**src/rtl/elevator_pkg.sv**
```systemverilog
// rtl/elevator_pkg.sv - shared encodings for the floor request scheduler
package elevator_pkg;

  localparam int FLOORS_DEF = 5;

  typedef enum logic [1:0] {
    ST_STOP = 2'd0,
    ST_DOOR = 2'd1,
    ST_UP   = 2'd2,
    ST_DOWN = 2'd3
  } motion_state_e;

  typedef enum logic [1:0] {
    DIR_IDLE = 2'd0,
    DIR_UP   = 2'd1,
    DIR_DN   = 2'd2
  } dir_e;

endpackage

```
**src/rtl/request_latch.sv**
```systemverilog
// rtl/request_latch.sv - per-bit rising-edge capture into a pending register, clear wins over set
module request_latch #(
  parameter int W = 5
) (
  input  logic         clk,
  input  logic         resetn,
  input  logic         i_enable,
  input  logic [W-1:0] i_btn,
  input  logic [W-1:0] i_clr,
  output logic [W-1:0] o_pend,
  output logic [W-1:0] o_reopen
);

  logic [W-1:0] r_hist;
  logic [W-1:0] r_pend;
  logic [W-1:0] w_edge;

  assign w_edge   = i_btn & ~r_hist;
  // An edge that lands on a bit being cleared is reported so the door can reopen.
  assign o_reopen = i_enable ? (w_edge & i_clr) : '0;
  assign o_pend   = r_pend;

  always_ff @(posedge clk or negedge resetn) begin
    if (!resetn) begin
      r_hist <= '0;
      r_pend <= '0;
    end else begin
      r_hist <= i_btn;
      if (i_enable) begin
        r_pend <= (r_pend | w_edge) & ~i_clr;
      end
    end
  end

endmodule

```
**src/rtl/floor_request_scheduler.sv**
```systemverilog
// rtl/floor_request_scheduler.sv - SCAN direction FSM and registered destination for car/hall calls
module floor_request_scheduler
  import elevator_pkg::*;
#(
  parameter int FLOORS = FLOORS_DEF,
  parameter int LOC_W  = 4
) (
  input  logic              clk,
  input  logic              resetn,
  input  logic              enable,
  input  logic [FLOORS-1:0] btn_car,
  input  logic [FLOORS-1:0] btn_up,
  input  logic [FLOORS-1:0] btn_dn,
  input  logic [1:0]        state,
  input  logic [LOC_W-1:0]  location,
  output logic [LOC_W-1:0]  dest,
  output logic              dest_valid,
  output logic [1:0]        dir,
  output logic              open_req,
  output logic [FLOORS-1:0] lamp_car,
  output logic [FLOORS-1:0] lamp_up,
  output logic [FLOORS-1:0] lamp_dn
);

  localparam logic [FLOORS-1:0] UP_MASK = {1'b0, {(FLOORS-1){1'b1}}};
  localparam logic [FLOORS-1:0] DN_MASK = {{(FLOORS-1){1'b1}}, 1'b0};

  dir_e             r_dir;
  logic [LOC_W-1:0] r_dest;
  logic             r_dest_valid;
  logic             r_open_req;

  logic              w_loc_ok, w_stop, w_moving, w_open;
  logic [FLOORS-1:0] w_at_l, w_any;
  logic [FLOORS-1:0] w_clr_car, w_clr_up, w_clr_dn;
  logic [FLOORS-1:0] w_pend_car, w_pend_up, w_pend_dn;
  logic [FLOORS-1:0] w_reo_car, w_reo_up, w_reo_dn;
  logic              w_above, w_below;
  logic              w_up_near_ok, w_up_far_ok, w_dn_near_ok, w_dn_far_ok;
  logic [LOC_W-1:0]  w_up_near, w_up_far, w_dn_near, w_dn_far;
  dir_e              w_dir_nxt;
  logic [LOC_W-1:0]  w_dest_nxt;

  assign w_loc_ok = (location != '0) && (location <= LOC_W'(FLOORS));
  assign w_moving = (state == ST_UP) || (state == ST_DOWN);
  assign w_stop   = enable && !w_moving && w_loc_ok;

  always_comb begin
    w_at_l = '0;
    for (int i = 0; i < FLOORS; i++) begin
      w_at_l[i] = (LOC_W'(i + 1) == location);
    end
  end

  // Hall calls for the opposite travel direction stay latched while passing through.
  assign w_clr_car = w_stop ? w_at_l : '0;
  assign w_clr_up  = (w_stop && r_dir != DIR_DN) ? w_at_l : '0;
  assign w_clr_dn  = (w_stop && r_dir != DIR_UP) ? w_at_l : '0;

  request_latch #(.W(FLOORS)) u_car (
    .clk(clk), .resetn(resetn), .i_enable(enable), .i_btn(btn_car),
    .i_clr(w_clr_car), .o_pend(w_pend_car), .o_reopen(w_reo_car)
  );

  request_latch #(.W(FLOORS)) u_up (
    .clk(clk), .resetn(resetn), .i_enable(enable), .i_btn(btn_up & UP_MASK),
    .i_clr(w_clr_up), .o_pend(w_pend_up), .o_reopen(w_reo_up)
  );

  request_latch #(.W(FLOORS)) u_dn (
    .clk(clk), .resetn(resetn), .i_enable(enable), .i_btn(btn_dn & DN_MASK),
    .i_clr(w_clr_dn), .o_pend(w_pend_dn), .o_reopen(w_reo_dn)
  );

  assign w_any  = w_pend_car | w_pend_up | w_pend_dn;
  assign w_open = |((w_pend_car & w_clr_car) | (w_pend_up & w_clr_up) | (w_pend_dn & w_clr_dn)
                    | w_reo_car | w_reo_up | w_reo_dn);

  always_comb begin
    w_above      = 1'b0;
    w_below      = 1'b0;
    w_up_near_ok = 1'b0;
    w_up_far_ok  = 1'b0;
    w_dn_near_ok = 1'b0;
    w_dn_far_ok  = 1'b0;
    w_up_near    = r_dest;
    w_up_far     = r_dest;
    w_dn_near    = r_dest;
    w_dn_far     = r_dest;
    // Descending scan: the last hit is the lowest matching floor.
    for (int i = FLOORS - 1; i >= 0; i--) begin
      if (LOC_W'(i + 1) > location && (w_pend_car[i] || w_pend_up[i])) begin
        w_up_near_ok = 1'b1;
        w_up_near    = LOC_W'(i + 1);
      end
      if (LOC_W'(i + 1) < location && w_pend_up[i]) begin
        w_dn_far_ok = 1'b1;
        w_dn_far    = LOC_W'(i + 1);
      end
    end
    // Ascending scan: the last hit is the highest matching floor.
    for (int i = 0; i < FLOORS; i++) begin
      if (LOC_W'(i + 1) > location && w_any[i]) w_above = 1'b1;
      if (LOC_W'(i + 1) < location && w_any[i]) w_below = 1'b1;
      if (LOC_W'(i + 1) > location && w_pend_dn[i]) begin
        w_up_far_ok = 1'b1;
        w_up_far    = LOC_W'(i + 1);
      end
      if (LOC_W'(i + 1) < location && (w_pend_car[i] || w_pend_dn[i])) begin
        w_dn_near_ok = 1'b1;
        w_dn_near    = LOC_W'(i + 1);
      end
    end
  end

  always_comb begin
    w_dir_nxt = r_dir;
    if (w_stop) begin
      case (r_dir)
        DIR_IDLE: begin
          if (w_above)      w_dir_nxt = DIR_UP;
          else if (w_below) w_dir_nxt = DIR_DN;
        end
        DIR_UP:   if (!w_above) w_dir_nxt = w_below ? DIR_DN : DIR_IDLE;
        DIR_DN:   if (!w_below) w_dir_nxt = w_above ? DIR_UP : DIR_IDLE;
        default:  w_dir_nxt = DIR_IDLE;
      endcase
    end
  end

  always_comb begin
    w_dest_nxt = r_dest;
    case (w_dir_nxt)
      DIR_UP: begin
        if (w_up_near_ok)     w_dest_nxt = w_up_near;
        else if (w_up_far_ok) w_dest_nxt = w_up_far;
      end
      DIR_DN: begin
        if (w_dn_near_ok)     w_dest_nxt = w_dn_near;
        else if (w_dn_far_ok) w_dest_nxt = w_dn_far;
      end
      default: w_dest_nxt = location;
    endcase
  end

  always_ff @(posedge clk or negedge resetn) begin
    if (!resetn) begin
      r_dir        <= DIR_IDLE;
      r_dest       <= LOC_W'(1);
      r_dest_valid <= 1'b0;
      r_open_req   <= 1'b0;
    end else begin
      r_dir      <= w_dir_nxt;
      r_open_req <= w_open;
      if (enable) begin
        r_dest_valid <= |w_any;
        // Once arrived at dest while still moving, the target is frozen for the stop.
        if (w_loc_ok && !(w_moving && r_dest == location)) begin
          r_dest <= w_dest_nxt;
        end
      end
    end
  end

  assign dest       = r_dest;
  assign dest_valid = r_dest_valid;
  assign dir        = r_dir;
  assign open_req   = r_open_req;
  assign lamp_car   = w_pend_car;
  assign lamp_up    = w_pend_up;
  assign lamp_dn    = w_pend_dn;

endmodule

```
**config.mk**
```make
export PLATFORM = sky130hd
export DESIGN_NAME = floor_request_scheduler
export DESIGN_NICKNAME = d
export VERILOG_FILES = /design/src/rtl/elevator_pkg.sv /design/src/rtl/request_latch.sv /design/src/rtl/floor_request_scheduler.sv
export SDC_FILE = /design/constraint.sdc
export NUM_CORES = 1
export LEC_CHECK = 0
export ABC_AREA = 1
export BUFFER_PORTS_ARGS = -buffer_cell sky130_fd_sc_hd__buf_4
export CAP_MARGIN = 30
export CORE_UTILIZATION = 50
export CTS_BUF_LIST = sky130_fd_sc_hd__clkbuf_16
export DETAILED_ROUTE_END_ITERATION = 7
export GPL_TIMING_DRIVEN = 0
export PLACE_DENSITY = 0.72
export SYNTH_ARGS = -nofsm -noshare
export SYNTH_HDL_FRONTEND = slang
export SYNTH_HIERARCHICAL = 1
export SYNTH_SLANG_ARGS = --single-unit
```
**constraint.sdc**
```tcl
create_clock -name clk -period 4.03 [get_ports clk]
set_input_delay 0.403 -clock clk [delete_from_list [all_inputs] [get_ports clk]]
set_output_delay 0.403 -clock clk [all_outputs]
set_load 0.005 [all_outputs]
```
# Yosys cells after proc, flatten, opt, wreduce, memory -nomap -nowiden

Cells that the tools add are included.

$lt $le $gt $ge: 11
Equality and inequality tests: 20
Mux-type cells: 69
Bitwise logic cells: 28
Reductions and logical operators: 55

Operator list:

| cell                                                       | count |
|---|---|
| two-way mux 4 bit                                          | 24 |
| AND 5 bit                                                  | 11 |
| OR 5 bit                                                   | 10 |
| logical AND 1 bit                                          | 37 |
| two-way mux 1 bit                                          | 31 |
| two-way mux 5 bit                                          | 6 |
| inequality test 7 bit (second input constant)              | 4 |
| NOT 5 bit                                                  | 5 |
| two-way mux 2 bit                                          | 6 |
| logical OR 1 bit                                           | 11 |
| OR reduction 5 bit                                         | 2 |
| == test 2 bit (second input constant)                      | 4 |
| == test 2 x 4 -> 1 bit (first input constant)              | 2 |
| == test 3 x 4 -> 1 bit (first input constant)              | 2 |
| > comparator 2 x 4 -> 1 bit (first input constant)         | 2 |
| > comparator 3 x 4 -> 1 bit (first input constant)         | 2 |
| less-than comparator 2 x 4 -> 1 bit (first input constant) | 2 |
| less-than comparator 3 x 4 -> 1 bit (first input constant) | 2 |
| one-hot mux 4 bit (2 select lines)                         | 1 |
| AND reduction 8 bit                                        | 1 |
| inequality test 3 bit (second input constant)              | 2 |
| one-hot mux 2 bit (3 select lines)                         | 1 |
| AND 4 x 5 -> 5 bit                                         | 1 |
| NOT 4 -> 5 bit                                             | 1 |
| other kinds (11)                                           | 13 |

Logic and storage cells: 193
Bits in registers: 36
Input bits: 24
Output and inout port bits: 23

# Logic depth before layout (Yosys ltp)

Depth after elaboration: 15
Mapped depth: 18

# Modules after synthesis

Netlist, hierarchy kept.

By module, submodules not included:

| module                  | sequential area each (µm²) | cells an instance | instances | area an instance (µm²) |
|---|---|---|---|---|
| floor_request_scheduler | 201.4                      | 257               | 1         | 1402.6 |
| request_latch           | 250.2                      | 51                | 3         | 437.9 |

# Least setup slack after synthesis

No wires, ideal clock.

Path kind: input port to flip-flop
Start: in location[1]
End: reg r_dest[2], in the netlist dest[2]
Setup time: 117 ps
Stages on the path: 15
Slack: 1948 ps
Data required time: 3913 ps
Buffers on the path: 1
Arrival: 1965 ps
Cell sequence: buf_6 -> nand2_1 -> nand2_1 -> nand2_1 -> nand2_1 -> nor2_1 -> and3_1 -> nor2_1 -> o21ai_2 -> inv_1 -> ha_1 -> inv_1 -> nand3_1 -> nand3_1 -> nand2_1

Word-level cells in the longest chain between the ends: 14

Ends and longest elaborated chain:

| item                                                                               | line                                                           | RTL |
|---|---|---|
| start, declared                                                                    | floor_request_scheduler.sv:15                                  | `input logic [LOC_W-1:0] location,` |
| > comparator 1 x 4 -> 1 bit or less-than comparator 1 x 4 -> 1 bit (tied branches) | floor_request_scheduler.sv:103, floor_request_scheduler.sv:104 |  |
| logical AND 1 bit (on tied branches)                                               | floor_request_scheduler.sv:103, floor_request_scheduler.sv:104 |  |
| two-way mux 1 bit (on tied branches) (5 in a row)                                  | floor_request_scheduler.sv:103, floor_request_scheduler.sv:104 |  |
| two-way mux 1 bit or two-way mux 2 bit (tied branches)                             | floor_request_scheduler.sv:125, floor_request_scheduler.sv:122 |  |
| two-way mux 2 bit (on tied branches)                                               | floor_request_scheduler.sv:125, floor_request_scheduler.sv:121 |  |
| one-hot mux 2 bit (3 select lines)                                                 | floor_request_scheduler.sv:119                                 | `case (r_dir)` |
| two-way mux 2 bit *                                                                | floor_request_scheduler.sv:118                                 | `if (w_stop) begin` |
| net w_dir_nxt[0]                                                                   | floor_request_scheduler.sv:41                                  | `dir_e w_dir_nxt;` |
| == test 2 bit or == test 2 x 1 -> 1 bit (tied branches)                            | floor_request_scheduler.sv:133                                 | `case (w_dir_nxt)` |
| inequality test 7 bit (no source line) or inequality test 3 bit (tied branches)    | n/a                                                            |  |
| AND reduction 8 bit (no source line)                                               | n/a                                                            |  |
| end signal, assigned                                                               | floor_request_scheduler.sv:159                                 | `r_dest <= w_dest_nxt;` |
| end, declared                                                                      | floor_request_scheduler.sv:29                                  | `logic [LOC_W-1:0] r_dest;` |

Mark *: on every way through the listed nets, which the timed path passes. The rest lies on a longest branch. The select of a mux whose other input is x is not followed.
A chain may end at the register's enable or synchronous reset.

# Final worst setup path

Start: reg u_up.r_pend[2], in the netlist u_up/o_pend[2]
End: reg r_dest[2], in the netlist dest[2]

Word-level cells in the longest chain between the ends: 13

Ends and longest elaborated chain:

| item                                                                            | line                                                           | RTL |
|---|---|---|
| start, declared                                                                 | request_latch.sv:15                                            | `logic [W-1:0] r_pend;` |
| start signal, assigned                                                          | request_latch.sv:30                                            | `r_pend <= (r_pend \| w_edge) & ~i_clr;` |
| OR 5 bit * (2 in a row)                                                         | floor_request_scheduler.sv:75                                  | `assign w_any = w_pend_car \| w_pend_up \| w_pend_dn;` |
| logical AND 1 bit (on tied branches)                                            | floor_request_scheduler.sv:103, floor_request_scheduler.sv:104 |  |
| two-way mux 1 bit (on tied branches) (3 in a row)                               | floor_request_scheduler.sv:103, floor_request_scheduler.sv:104 |  |
| two-way mux 1 bit or two-way mux 2 bit (tied branches)                          | floor_request_scheduler.sv:125, floor_request_scheduler.sv:122 |  |
| two-way mux 2 bit (on tied branches)                                            | floor_request_scheduler.sv:125, floor_request_scheduler.sv:121 |  |
| one-hot mux 2 bit (3 select lines) *                                            | floor_request_scheduler.sv:119                                 |  |
| two-way mux 2 bit *                                                             | floor_request_scheduler.sv:118                                 |  |
| net w_dir_nxt[0]                                                                | floor_request_scheduler.sv:41                                  |  |
| == test 2 bit or == test 2 x 1 -> 1 bit (tied branches)                         | floor_request_scheduler.sv:133                                 |  |
| inequality test 7 bit (no source line) or inequality test 3 bit (tied branches) | n/a                                                            |  |
| AND reduction 8 bit (no source line)                                            | n/a                                                            |  |

Marked as above.

==> results_tabular.tex <==
\begin{tabular}{lr}
\hline
Metric & Value \\
\hline
\multicolumn{2}{l}{\textbf{Pwr}} \\
\quad Internal power & 0.000833 W \\
\quad Clock share of power & 46.4\% \\
\quad Power density relative to cell area & between 300 and 400 nW/µm² \\
\quad Sw Pwr & 0.000288 W \\
\quad Total power draw & 0.00112 W \\
\quad Combinational share of power & 16.1\% \\
\quad Leakage power & approximately 1.9 nW \\
\quad Max VDD drop & 0.318 mV \\
\quad Share of total power in sequential cells & between 30\% and 40\% \\
\quad Switching Share & 25.7\% \\
\multicolumn{2}{l}{\textbf{Clock network}} \\
\quad Post\_cts resized & 0 \\
\quad Number of buffers inserted by hold repair at cts & 0 \\
\quad Buffer type at the clock tree root & sky130\_fd\_sc\_hd\_\_clkbuf\_16 \\
\quad Number of levels in the clock H-tree & 2 \\
\quad Number of sinks handled by clock tree synthesis & 38 \\
\quad Inserted Clock Buffers & 5 \\
\quad CTS tree & yes \\
\quad Setup repair bufs after CTS & 0 \\
\quad Clock Latency Late Sink & 0.29 ns \\
\quad Deepest clock path buffer count & 2 \\
\quad Clock-pin slew of the registers on the worst-case setup and hold paths & 0.06 ns \\
\multicolumn{2}{l}{\textbf{Routing}} \\
\quad Highest routing layer actually used & met4 \\
\quad Routed length per instance & 13.2 µm \\
\quad DRC errors left & 0 \\
\quad Vias after detailed routing & 2688 \\
\quad Routed length on met1 & 3230 µm \\
\quad First drt pass iteration count & 6 \\
\quad Number of design-rule violations left by the first detailed-router iteration & 225 \\
\quad Via density per instance & 5.03 \\
\quad Routed wl met2 & 3360 µm \\
\quad Met3 Routed Length & 247 µm \\
\quad Total wirelength of the detailed-routed design & about 7100 µm \\
\quad Routed Antenna Nets & 0 \\
\multicolumn{2}{l}{\textbf{Final layout}} \\
\quad Post-layout util & 64.3\% \\
\quad Fraction of layout instances using a drive strength above 1 & 18.8\% \\
\quad Area Overhead vs Synth & 22.5\% \\
\quad Net total in the final layout & 489 \\
\quad Antenna diode instance count & 0 \\
\quad Leading cell types in the layout, fill and taps excluded & sky130\_fd\_sc\_hd\_\_nand2\_1, sky130\_fd\_sc\_hd\_\_inv\_1, sky130\_fd\_sc\_hd\_\_nor2\_1 \\
\quad Commonest non-fill, non-tap cell in the layout & sky130\_fd\_sc\_hd\_\_nand2\_1 \\
\multicolumn{2}{l}{\textbf{STA}} \\
\quad Top achievable clock speed & roughly 410 MHz \\
\quad Final setup violating endpoints & 0 \\
\quad Minimum clock period after layout & 2.43 ns \\
\quad Final critical-path share of the clock period & 60.3\% \\
\quad Worst setup skew after layout & 0.00537 ns \\
\quad Hold Vio Cnt, Final & 0 \\
\quad Post-route setup TNS & 0 ns \\
\quad Max Slew Vio Count & 0 \\
\quad Unrepaired setup endpoints after global routing & no \\
\multicolumn{2}{l}{\textbf{Critical path}} \\
\quad Reg-to-reg critical path startpoint & u\_up/o\_pend[2] \\
\quad Data required time of the worst path & $\sim$4.2 ns \\
\quad Kind of critical path & flop to flop \\
\quad Largest fanout on the critical path & 6 \\
\quad Launching instance or port of the critical path & u\_up/o\_pend[2] \\
\quad Setup crit end kind & flop \\
\quad CP cell instances & inv\_1 -> nand2\_1 -> nor2\_1 -> nor2\_1 -> nor2\_1 -> and3\_1 -> nor2\_1 -> o21ai\_2 -> inv\_1 -> ha\_1 -> inv\_1 -> nand3\_1 -> nand3\_1 -> nand2\_1 \\
\quad Kind of start point of the critical path & flop \\
\quad Maximum cell stage delay along the critical path & 0.47 ns \\
\quad Most frequent cell on the critical path & sky130\_fd\_sc\_hd\_\_nor2\_1 \\
\quad Worst-path cell with the longest stage delay & sky130\_fd\_sc\_hd\_\_dfrtp\_1 \\
\quad Arrival time worst endpoint & 2.61 ns \\
\multicolumn{2}{l}{\textbf{Yosys}} \\
\quad Count of cell types in the netlist & 31 \\
\quad Async set-or-reset flop fraction in the synthesized netlist & 100\% \\
\quad Most used DFF post-synth & sky130\_fd\_sc\_hd\_\_dfrtp\_1 \\
\quad Number of enable flip-flop cells after synthesis & 0 \\
\quad Post-synthesis average cell area & 6.63 µm² \\
\quad Proportion of synthesized chip area in sequential cells & 35.1\% \\
\quad Cell area after synthesis & about 2700 µm² \\
\quad Count of mapped cells out of synthesis & 410 \\
\quad Total of flip-flops plus latches after synthesis & 38 \\
\quad Warnings, synthesis & 6 \\
\multicolumn{2}{l}{\textbf{GRT}} \\
\quad Pin count of the biggest net entering global routing & 39 \\
\quad Number of antenna violations at the first check in global routing & 0 \\
\quad Total global-route track usage & a little over a quarter \\
\quad Vias in the first global route & 2399 \\
\quad Global-route wire length before repair & 11200 µm \\
\quad Global route total overflow & 0 \\
\multicolumn{2}{l}{\textbf{Place}} \\
\quad Post-DP HPWL & roughly 5400 µm \\
\quad Gpl congestion & 0.934 \\
\quad Count of port buffers added during placement & 42 \\
\multicolumn{2}{l}{\textbf{Floorplan}} \\
\quad Initial core utilization & a little over half \\
\quad Placeable core region & 5170 µm² \\
\quad Die ar. & 5730 µm² \\
\quad Horizontal extent of the die & around 76 µm \\
\quad Number of I/O pins & 47 \\
\quad Die Height & 75.7 µm \\
\quad Row cnt & 26 \\
\multicolumn{2}{l}{\textbf{Job}} \\
\quad Max Cap Viol & 0 \\
\multicolumn{2}{l}{\textbf{Worst hold path}} \\
\quad Path category of the worst min-delay check & input port to asynchronous set/reset pin \\
\multicolumn{2}{l}{\textbf{Run status}} \\
\quad Result of the run & complete, no violations \\
\hline
\end{tabular}
==> synth_stat cells (all sizes together) (2+ instances only) <==
cell | count | share of area [%]
nand2 | 101 | 14
inv | 88 | 12
nor2 | 70 | 11
nand3 | 56 | 12
dfrtp | 37 | 34
a21oi | 17 | 4.0
o21ai | 10 | 2.4
nand4 | 7 | 1.8
buf | 6 | 2.5
nor4 | 3 | 0.69
a21boi | 2 | 0.55
ha | 2 | 0.92
o21bai | 2 | 0.55
xnor2 | 2 | 0.64
==> flip-flops by register name (all words and copies together) (netlist names) <==
register / count
dest: 4
u_up/r_hist: 5
dir: 2
open_req: 1
u_car/o_pend: 5
u_dn/r_hist: 5
u_up/o_pend: 5
u_car/r_hist: 5
u_dn/o_pend: 5
dest_valid: 1
==> power groups by stage <==
stage	combinational, W	clock [W]	sequential [W]
4_1_cts	0.000181	0.000526	0.000421
5_1_grt	0.000204	0.000539	0.000423
2_1_floorplan	0.000105	0	0.000425
3_5_place_dp	0.000180	0	0.000427
3_3_place_gp	0.000177	0	0.000427
6_report	0.000180	0.000520	0.000421
==> layer usage <==
metal,vias up,GRT usage [%]
met5,-,0
met4,0,11.5
met3,26,4.23
met2,69,44.1
met1,1237,37.0
li1,1356,-
==> final timing paths <==
path                                   to  slack [ns]  depth (start not counted)
setup / recovery                  dest[2]        1.60                         14
hold / removal             u_up/r_hist[0]        0.08                          1
setup reg to reg                  dest[2]        1.60                         14
hold reg to reg                   dest[0]        0.49                          2
max in group asynchronous         dest[0]        3.59                          1
min in group clk           u_dn/r_hist[4]        0.24                          1
==> cell families after synthesis <==
group	Yosys count	share of synthesized area [%]
simple gates	241	40.9
xor+xnor	2	0.645
other cells	1	0.138
compound gates	32	7.69
fa+ha+maj	2	0.921
flops	38	35.1
buf+inv	94	14.6
==> final cells by class <==
| type | instances | area, µm² |
|---|---|---|
| Sequential cell | 38 | 952 |
| Fill cell | 500 | 1840 |
| Tap cell | 70 | 87.6 |
| Clock inverter | 3 | 68.8 |
| Timing Repair Buffer | 42 | 315 |
| Inverter | 88 | 330 |
| Clock buffer | 5 | 125 |
| Multi-Input combinational cell | 282 | 1380 |
| Buffer | 6 | 67.6 |
==> stage by stage <==
step,hold slack (ns),setup slack [ns],std cells,instance area (µm²)
2_1_floorplan,0.107,1.95,414,2730
3_3_place_gp,0.396,1.50,526,3130
3_5_place_dp,0.399,1.45,526,3130
4_1_cts,0.0944,1.61,534,3330
5_1_grt,0.130,1.40,534,3330
6_report,0.0835,1.60,534,3330
==> critical path: cells and delay by family (launching register included) <==
kind                     cells  cell delay, ns
flip-flops                   1            0.47
AND/OR/NAND/NOR              9            1.07
adder cells (fa/ha/maj)      1            0.32
AO/OA/AOI/OAI                1            0.16
buffers and inverters        3            0.31
Note: power is estimated with default switching activity, not from simulation.
